<file path="config.mk">
export PLATFORM = sky130hd
export DESIGN_NAME = pla_sweep_ctrl
export DESIGN_NICKNAME = d
export VERILOG_FILES = /design/src/rtl/pla_sweep_pkg.sv /design/src/rtl/pla_sweep_ctrl_tt_packer.sv /design/src/rtl/pla_sweep_ctrl.sv
export SDC_FILE = /design/constraint.sdc
export NUM_CORES = 1
export LEC_CHECK = 0
export CELL_PAD_IN_SITES_DETAIL_PLACEMENT = 1
export CELL_PAD_IN_SITES_GLOBAL_PLACEMENT = 1
export CORE_UTILIZATION = 25
export CTS_BUF_LIST = sky130_fd_sc_hd__clkbuf_4
export DETAILED_ROUTE_END_ITERATION = 10
export GPL_TIMING_DRIVEN = 0
export PLACE_DENSITY = 0.53
export SLEW_MARGIN = 0
export SYNTH_ARGS = -nofsm -noshare
export SYNTH_HDL_FRONTEND = slang
export SYNTH_SLANG_ARGS = --single-unit
</file>
<file path="constraint.sdc">
create_clock -name clk -period 5.3 [get_ports clk]
set_clock_uncertainty 0.2 [all_clocks]
set_input_delay 1.06 -clock clk [delete_from_list [all_inputs] [get_ports clk]]
set_output_delay 1.06 -clock clk [all_outputs]
set_load 0.01 [all_outputs]
</file>
<file path="src/rtl/pla_sweep_pkg.sv">
// Shared types and sizing for the PLA exhaustive-sweep sequencer.
package pla_sweep_pkg;

  typedef enum logic [2:0] {
    ST_IDLE,
    ST_SETTLE,
    ST_SAMPLE,
    ST_EMIT,
    ST_DONE
  } state_t;

  localparam int N_IN_DEF   = 8;
  localparam int W_DEF      = 16;
  localparam int SETTLE_DEF = 1;
  localparam int NVEC       = 2 ** N_IN_DEF;
  localparam int WORDS      = NVEC / W_DEF;

  // A one-cycle settle still needs a 1-bit counter register.
  function automatic int settle_cnt_w(input int settle);
    return (settle < 2) ? 1 : $clog2(settle + 1);
  endfunction

  localparam int SCNT_W = settle_cnt_w(SETTLE_DEF);

endpackage

</file>
<file path="src/rtl/pla_sweep_ctrl_tt_packer.sv">
// Truth-table word assembly: bit-insert accumulator plus the output word
// register that is held under valid/ready until the consumer takes it.
module pla_sweep_ctrl_tt_packer #(
  parameter int W     = 16,
  parameter int IDX_W = 4
) (
  input  logic             clk,
  input  logic             rst_n,
  input  logic             clear,
  input  logic             ins_en,
  input  logic             ins_last,
  input  logic [IDX_W-1:0] ins_idx,
  input  logic             ins_bit,
  input  logic             flush,
  input  logic             tt_ready,
  output logic [W-1:0]     tt_word,
  output logic             tt_valid
);

  logic [W-1:0] acc;
  logic [W-1:0] acc_nx;

  always_comb begin
    acc_nx          = acc;
    acc_nx[ins_idx] = ins_bit;
  end

  // Handshake: a word transfers on any rising edge with tt_valid & tt_ready;
  // tt_word never changes while tt_valid is high and not yet accepted.
  always_ff @(posedge clk or negedge rst_n) begin
    if (!rst_n) begin
      acc      <= '0;
      tt_word  <= '0;
      tt_valid <= 1'b0;
    end else begin
      if (clear) begin
        acc <= '0;
      end else if (ins_en) begin
        acc <= acc_nx;
      end
      if (ins_en && ins_last) begin
        tt_word <= acc_nx;
      end
      if (flush) begin
        tt_valid <= 1'b0;
      end else if (ins_en && ins_last) begin
        tt_valid <= 1'b1;
      end else if (tt_valid && tt_ready) begin
        tt_valid <= 1'b0;
      end
    end
  end

endmodule

</file>
<file path="src/rtl/pla_sweep_ctrl.sv">
// Drives every input vector into two PLA implementations, streams A's truth
// table out in W-bit words and reports A's onset count and A/B equivalence.
module pla_sweep_ctrl
  import pla_sweep_pkg::*;
#(
  parameter int N_IN   = N_IN_DEF,
  parameter int W      = W_DEF,
  parameter int SETTLE = SETTLE_DEF
) (
  input  logic            clk,
  input  logic            rst_n,
  input  logic            start,
  input  logic            abort,
  output logic [N_IN-1:0] x_o,
  input  logic            ya_i,
  input  logic            yb_i,
  output logic [W-1:0]    tt_word,
  output logic            tt_valid,
  input  logic            tt_ready,
  output logic            busy,
  output logic            done,
  output logic            equal,
  output logic [N_IN-1:0] mismatch_vec,
  output logic [N_IN:0]   onset,
  output state_t          state_dbg
);

  localparam int CNT_W = settle_cnt_w(SETTLE);
  localparam int IDX_W = (W > 1) ? $clog2(W) : 1;
  localparam logic [N_IN-1:0]  VEC_LAST = '1;
  localparam logic [N_IN-1:0]  WMASK    = N_IN'(W - 1);
  localparam logic [CNT_W-1:0] CNT_INIT = CNT_W'(SETTLE - 1);

  state_t            state, state_nx;
  logic [N_IN-1:0]   vec;
  logic [CNT_W-1:0]  settle_cnt;
  logic              mm_flag;
  logic              start_acc, do_sample, abort_now;
  logic              word_last, emit_hs;

  assign word_last = (vec & WMASK) == WMASK;
  assign emit_hs   = tt_valid & tt_ready;
  assign state_dbg = state;

  always_comb begin
    state_nx  = state;
    start_acc = 1'b0;
    do_sample = 1'b0;
    abort_now = 1'b0;
    if (state != ST_IDLE && abort) begin
      state_nx  = ST_IDLE;
      abort_now = 1'b1;
    end else begin
      case (state)
        ST_IDLE: begin
          if (start && !abort) begin
            state_nx  = ST_SETTLE;
            start_acc = 1'b1;
          end
        end
        ST_SETTLE: if (settle_cnt == '0) state_nx = ST_SAMPLE;
        ST_SAMPLE: begin
          do_sample = 1'b1;
          state_nx  = word_last ? ST_EMIT : ST_SETTLE;
        end
        ST_EMIT: if (emit_hs) state_nx = (vec == VEC_LAST) ? ST_DONE : ST_SETTLE;
        ST_DONE: state_nx = ST_IDLE;
        default: state_nx = ST_IDLE;
      endcase
    end
  end

  always_ff @(posedge clk or negedge rst_n) begin
    if (!rst_n) begin
      state        <= ST_IDLE;
      vec          <= '0;
      settle_cnt   <= '0;
      mm_flag      <= 1'b0;
      x_o          <= '0;
      onset        <= '0;
      mismatch_vec <= '0;
      busy         <= 1'b0;
      done         <= 1'b0;
      equal        <= 1'b0;
    end else begin
      state <= state_nx;
      busy  <= (state_nx != ST_IDLE);
      done  <= (state_nx == ST_DONE);
      if (start_acc) begin
        vec          <= '0;
        x_o          <= '0;
        settle_cnt   <= CNT_INIT;
        onset        <= '0;
        mm_flag      <= 1'b0;
        mismatch_vec <= '0;
        equal        <= 1'b0;
      end
      if (abort_now) begin
        x_o   <= '0;
        equal <= 1'b0;
      end
      if (state == ST_SETTLE && settle_cnt != '0 && !abort_now) begin
        settle_cnt <= settle_cnt - CNT_W'(1);
      end
      if (do_sample) begin
        onset <= onset + (N_IN + 1)'(ya_i);
        if (ya_i != yb_i && !mm_flag) begin
          mm_flag      <= 1'b1;
          mismatch_vec <= vec;
        end
      end
      // Advancing to the next vector happens from SAMPLE or after a word is taken.
      if (state_nx == ST_SETTLE && (state == ST_SAMPLE || state == ST_EMIT)) begin
        vec        <= vec + N_IN'(1);
        x_o        <= vec + N_IN'(1);
        settle_cnt <= CNT_INIT;
      end
      if (state == ST_EMIT && state_nx == ST_DONE) begin
        equal <= !mm_flag;
      end
    end
  end

  pla_sweep_ctrl_tt_packer #(
    .W     (W),
    .IDX_W (IDX_W)
  ) u_packer (
    .clk      (clk),
    .rst_n    (rst_n),
    .clear    (start_acc),
    .ins_en   (do_sample),
    .ins_last (word_last),
    .ins_idx  (IDX_W'(vec & WMASK)),
    .ins_bit  (ya_i),
    .flush    (abort_now),
    .tt_ready (tt_ready),
    .tt_word  (tt_word),
    .tt_valid (tt_valid)
  );

endmodule
</file>
# After elaboration in Yosys (flattened, before gate mapping)

Index checks and enable logic that the tools add are counted.

Flip-flop bits (word level): 74
Bits in latches: 0
Bits in writable memories: 0
Bits in read-only memories: 0
Output and inout port bits: 48
Word-level logic and storage cells: 88
Memories kept: 0

Add/sub/neg operators: 3
Multipliers: 0
Div/mod/pow operators: 0
$lt $le $gt $ge: 2
Eq/ne operators: 8
Shift-type cells: 0
Mux-type cells: 38
Bitwise logic cells: 1
Reductions and logical operators: 23

Operators by type and width:

| operator                                                                     | number |
|---|---|
| 8-bit two-way mux                                                            | 7 |
| 16-bit two-way mux                                                           | 2 |
| 1-bit two-way mux                                                            | 18 |
| 9-bit two-way mux                                                            | 2 |
| 3-bit nonzero test                                                           | 6 |
| 16-bit bitwise mux                                                           | 1 |
| 3-bit two-way mux                                                            | 5 |
| 3-bit case mux with 4 select lines                                           | 1 |
| 1-bit logical AND                                                            | 10 |
| 9-bit by 1-bit adder with 9-bit output                                       | 1 |
| 8-bit by 1-bit adder with 8-bit output, second input constant                | 1 |
| 8-bit equality test, second input constant                                   | 1 |
| 3-bit by 1-bit equality test with 1-bit output, second input constant        | 2 |
| 3-bit by 2-bit equality test with 1-bit output, second input constant        | 2 |
| 4-bit by 5-bit less-than comparator with 1-bit output, second input constant | 1 |
| 1-bit demux with 4-bit select                                                | 1 |
| 4-bit equality test, second input constant                                   | 1 |
| 4-bit by 1-bit >= comparator with 1-bit output, second input constant        | 1 |
| 2-bit nonzero test                                                           | 2 |
| 3-bit equality test, second input constant                                   | 1 |
| 1-bit logical NOT                                                            | 3 |
| 3-bit logical NOT                                                            | 1 |
| 2-bit two-way mux                                                            | 1 |
| 1-bit bitwise AND                                                            | 1 |
| other kinds (3)                                                              | 3 |

# Logic depth before layout (Yosys ltp)

Depth in word-level cells: 8
Gate-level depth with buffers: 9

# By module

From an unflattened synthesis, not the netlist that was laid out.

Cell total of the unflattened synthesis: 375
Area total of the unflattened synthesis: 3865.0 um2

Modules (own cells, without submodules):

| module                   | times used | cells an instance | area each (um2) | seq. area each (um2) |
|---|---|---|---|---|
| pla_sweep_ctrl           | 1          | 203               | 2013.2          | 1026.0 |
| pla_sweep_ctrl_tt_packer | 1          | 172               | 1851.8          | 825.8 |

# Worst setup path after synthesis

No wires, ideal clock.

Path type: input to register
Start point: input port abort
End point: register x_o[0]
Data arrival time: 2.338 ns
Required time: 4.980 ns
Slack: 2.642 ns
Stages: 6
Buffers on the path: 2
Cells stage by stage: or3b_4 or2_1 buf_6 or2_4 buf_6 a31o_1

Longest elaborated chain between the ends: 8
Elaborated cells between the ends (all ways): 15

Ends and longest elaborated chain:

| item                                                                            | line                  | source |
|---|---|---|
| from (decl)                                                                     | pla_sweep_ctrl.sv:13  | `input logic abort,` |
| 1-bit logical NOT                                                               | pla_sweep_ctrl.sv:56  | `if (start && !abort) begin` |
| 1-bit logical AND                                                               | pla_sweep_ctrl.sv:56  |  |
| 3-bit two-way mux                                                               | pla_sweep_ctrl.sv:56  |  |
| 3-bit case mux with 4 select lines                                              | pla_sweep_ctrl.sv:54  | `case (state)` |
| 3-bit two-way mux                                                               | pla_sweep_ctrl.sv:50  | `if (state != ST_IDLE && abort) begin` |
| 3-bit by 1-bit equality test with 1-bit output                                  | pla_sweep_ctrl.sv:113 | `if (state_nx == ST_SETTLE && (state == ST_SAMPLE \|\| state == ST_EMIT)) begin` |
| 1-bit logical AND                                                               | pla_sweep_ctrl.sv:113 |  |
| 3-bit nonzero test (no source line) / 8-bit two-way mux (equally long branches) | n/a                   |  |
| to (signal assigned)                                                            | pla_sweep_ctrl.sv:115 | `x_o <= vec + N_IN'(1);` |
| to (decl)                                                                       | pla_sweep_ctrl.sv:14  | `output logic [N_IN-1:0] x_o,` |

Several ways; a longest one is shown, not always the timed one.
A chain may end at the register's enable or synchronous reset.

# Worst setup path in the final report

Start point: input port abort
End point: register onset[8]

Longest elaborated chain between the ends: 6
Elaborated cells between the ends (all ways): 9

Ends and longest elaborated chain:

| item                                | line                  | source |
|---|---|---|
| 1-bit logical NOT                   | pla_sweep_ctrl.sv:56  |  |
| 1-bit logical AND                   | pla_sweep_ctrl.sv:56  |  |
| 1-bit two-way mux                   | pla_sweep_ctrl.sv:56  |  |
| 1-bit two-way mux                   | pla_sweep_ctrl.sv:54  |  |
| 1-bit two-way mux                   | pla_sweep_ctrl.sv:50  |  |
| 2-bit nonzero test (no source line) | n/a                   |  |
| to (signal assigned)                | pla_sweep_ctrl.sv:106 | `onset <= onset + (N_IN + 1)'(ya_i);` |
| to (decl)                           | pla_sweep_ctrl.sv:24  | `output logic [N_IN:0] onset,` |

Several ways; a longest one is shown, not always the timed one.

==> reports/qor.txt <==
status: complete, no violations
clk root buf: clkbuf_4
Die X: 119.1 um
reg2reg path depth: 8
internal power: 0.7521 mW
clock share of power: 0.283
HP Class: reg -> reg
Setup-failing EPs final: 0
critical path required time: 5420 ps
Filler Cells Inserted: 1,544
top_reg_cell synth: dfrtp_1
Net Sw Power: 0.3113 mW
Reg clk slew, reported paths: 110 ps
synthesized area: 0.003428 mm^2
HPWL Detailed: 6715 um
routability cong.: 0.7488
syn_nets: 362
Post-Route WL: 9560 um
unrepaired setup endpoints after global routing: false
worst vdd ir: 0.1313 mV
async set-reset flop share out of synthesis: 1.000
TritonRoute pass-1 iters: 4
DR WL/cell: 16.09 um
Core ar.: 0.01330 mm^2
CTS tree: done
Post-CTS Resized: 0
commonest non-fill, non-tap cell in the layout: dfrtp_1
total CTS buffers: 9
Total GRT Usage: 0.1500
Syn-to-layout area delta: 25.91%
worst slew pin tran: 711.1 ps
Startpoint Class: primary input
Fin. Hold Viols: 0
H-tree depth: 3
worst hold stages: 2
crit path DAT: 3050 ps
Post-CTS Setup Inserts: 0
multiplexer share of the synthesized area: 0.05547
hold buffers post-CTS: 0
I/O pins: 55
Sw Share: 0.2927
post-layout power: 1.063 mW
Post-Syn Instances: 349
Antenna diodes: 0
syn avg cell area: 9.823 um^2
Residual DRC: 0
FP Rows: 42
cell leakage power: 1.958 nW
max cap viols: 0
worst-path fanout max: 10
Seq pwr share: 0.556
vias in the first global route: 3,049
Gate power share: 0.161
main combinational cell family by area after synthesis: compound AO/OA/AOI/OAI gates
post-synthesis compound-gate area fraction: 0.1821
first-pass GRT wire length: 16,460 um
XOR/XNOR share of the synthesized area: 0.01788
Max Slew Vio Count: 0
clock period minus worst slack: 2929 ps
warnings from Yosys: 0
total negative setup slack: 0 ps
max frequency: 341.4 MHz
PwrDens: 246.3 mW/mm^2
adder-cell share of the synthesized area: 0.02190
antenna violations before repair: 0
Yosys reg bits: 73
DRT iter0 DRCs: 96
Slew HR: 0.5242
share of layout cells above drive strength 1: 0.07177
Crit. End Element: register
Routed Antenna Nets: 0
total grt overflow: 0
count of cell types in the netlist: 42
register area share after synthesis: 0.5328
number of synthesized flops with an enable pin: 0
R2R Setup Slk: 2560 ps
Synth Area in Simple Gates: 0.1456
Die Ht: 119.1 um
most frequent cells in the layout: 73 x dfrtp_1, 58 x nand2_1, 54 x o21ai_0
Initial Utilization: 0.2579
Max clock buf depth: 2
PortBufs: 54
# clock sinks: 73
Final Cycle Share: 0.5527
Final nets: 428
worst skew pair latency: 430 ps
Die Area: 0.01419 mm^2
largest net degree at the start of global routing: 57
vias: 2,775
WS Path Type: in -> reg
Via density: 4.672
per-layer routing:
layer	vias to the layer above	GRT usage	share of wire
met1	1368	0.1907	0.47
met5	-	0	0
met2	43	0.2478	0.48
met3	13	0.03257	0.029
li1	1351	-	-
met4	0	0.05696	0.016
worst paths after layout:
check                                startpoint              endpoint
max reg2reg                              vec[0]                vec[6]
min reg2reg                u_packer.tt_word[10]  u_packer.tt_word[10]
max in group asynchronous                 rst_n                x_o[4]
min in group asynchronous                 rst_n   u_packer.tt_word[3]
min                        u_packer.tt_word[10]  u_packer.tt_word[10]
max                                       abort              onset[8]
power groups by stage:
stage,Clock (mW),Sequential [mW],Combinational [mW]
2_1_floorplan,0,0.602,0.0939
3_3_place_gp,0,0.602,0.170
3_5_place_dp,0,0.603,0.175
4_1_cts,0.321,0.592,0.176
5_1_grt,0.338,0.596,0.193
6_report,0.300,0.592,0.171
metrics by stage:
stage	cells	setup slack (ps)	hold WS (ps)	area, um^2	util
2_1_floorplan	349	2642	270.1	3428	-
3_3_place_gp	579	139.8	266.7	4189	0.3151
3_5_place_dp	580	1890	271.2	4214	0.3170
4_1_cts	594	2380	261.1	4317	0.3247
5_1_grt	594	2254	273.2	4317	0.3247
6_report	594	2371	286.7	4317	0.3247
flip-flops by register name, summed over array words and instances (netlist names):
| register | cells |
|---|---|
| state_dbg | 3 |
| vec | 8 |
| x_o | 8 |
| u_packer.acc | 15 |
| mismatch_vec | 8 |
| busy | 1 |
| mm_flag | 1 |
| u_packer.tt_word | 16 |
| settle_cnt | 1 |
| u_packer.tt_valid | 1 |
| done | 1 |
| onset | 9 |
| equal | 1 |
cell type report:
cell class | count | area (um^2) | share of cell area
flip-flops and latches | 73 | 1827 | 0.4232
repair buffers | 55 | 565.5 | 0.1310
inverters | 6 | 22.52 | 0.005217
multi-input cells | 247 | 1450 | 0.3359
clock inverters | 1 | 5.005 | 0.001159
well taps | 176 | 220.2 | 0.05101
plain buffers | 23 | 128.9 | 0.02986
clock buffers | 13 | 97.59 | 0.02261
logic make-up (layout without fill, tap and decap cells):
logic type      after synthesis  after routing
simple gates                108            108
compound gates              107            107
flops                        73             73
buf+inv                      29             98
mux                          19             19
xor+xnor                      7              7
fa+ha+maj                     6              6
worst max-delay path: stages:
cell and delay [ps]:
clkdlybuf4s50_1 500, or3b_4 430, nor2_1 240, buf_2 290, nand4_1 210, o211ai_1 220
o31ai_1 100
synthesized netlist by cell type, types with 7 or more instances:
master | n | area (um^2)
a21o_1 | 7 | 52.55
a21oi_1 | 20 | 100.1
clkbuf_1 | 14 | 52.55
dfrtp_1 | 73 | 1827
mux2i_1 | 19 | 190.2
nand2_1 | 58 | 217.7
nand3_1 | 11 | 55.05
nor2_1 | 12 | 45.04
o21ai_0 | 54 | 270.3
Note: power is estimated with default switching activity, not from simulation.
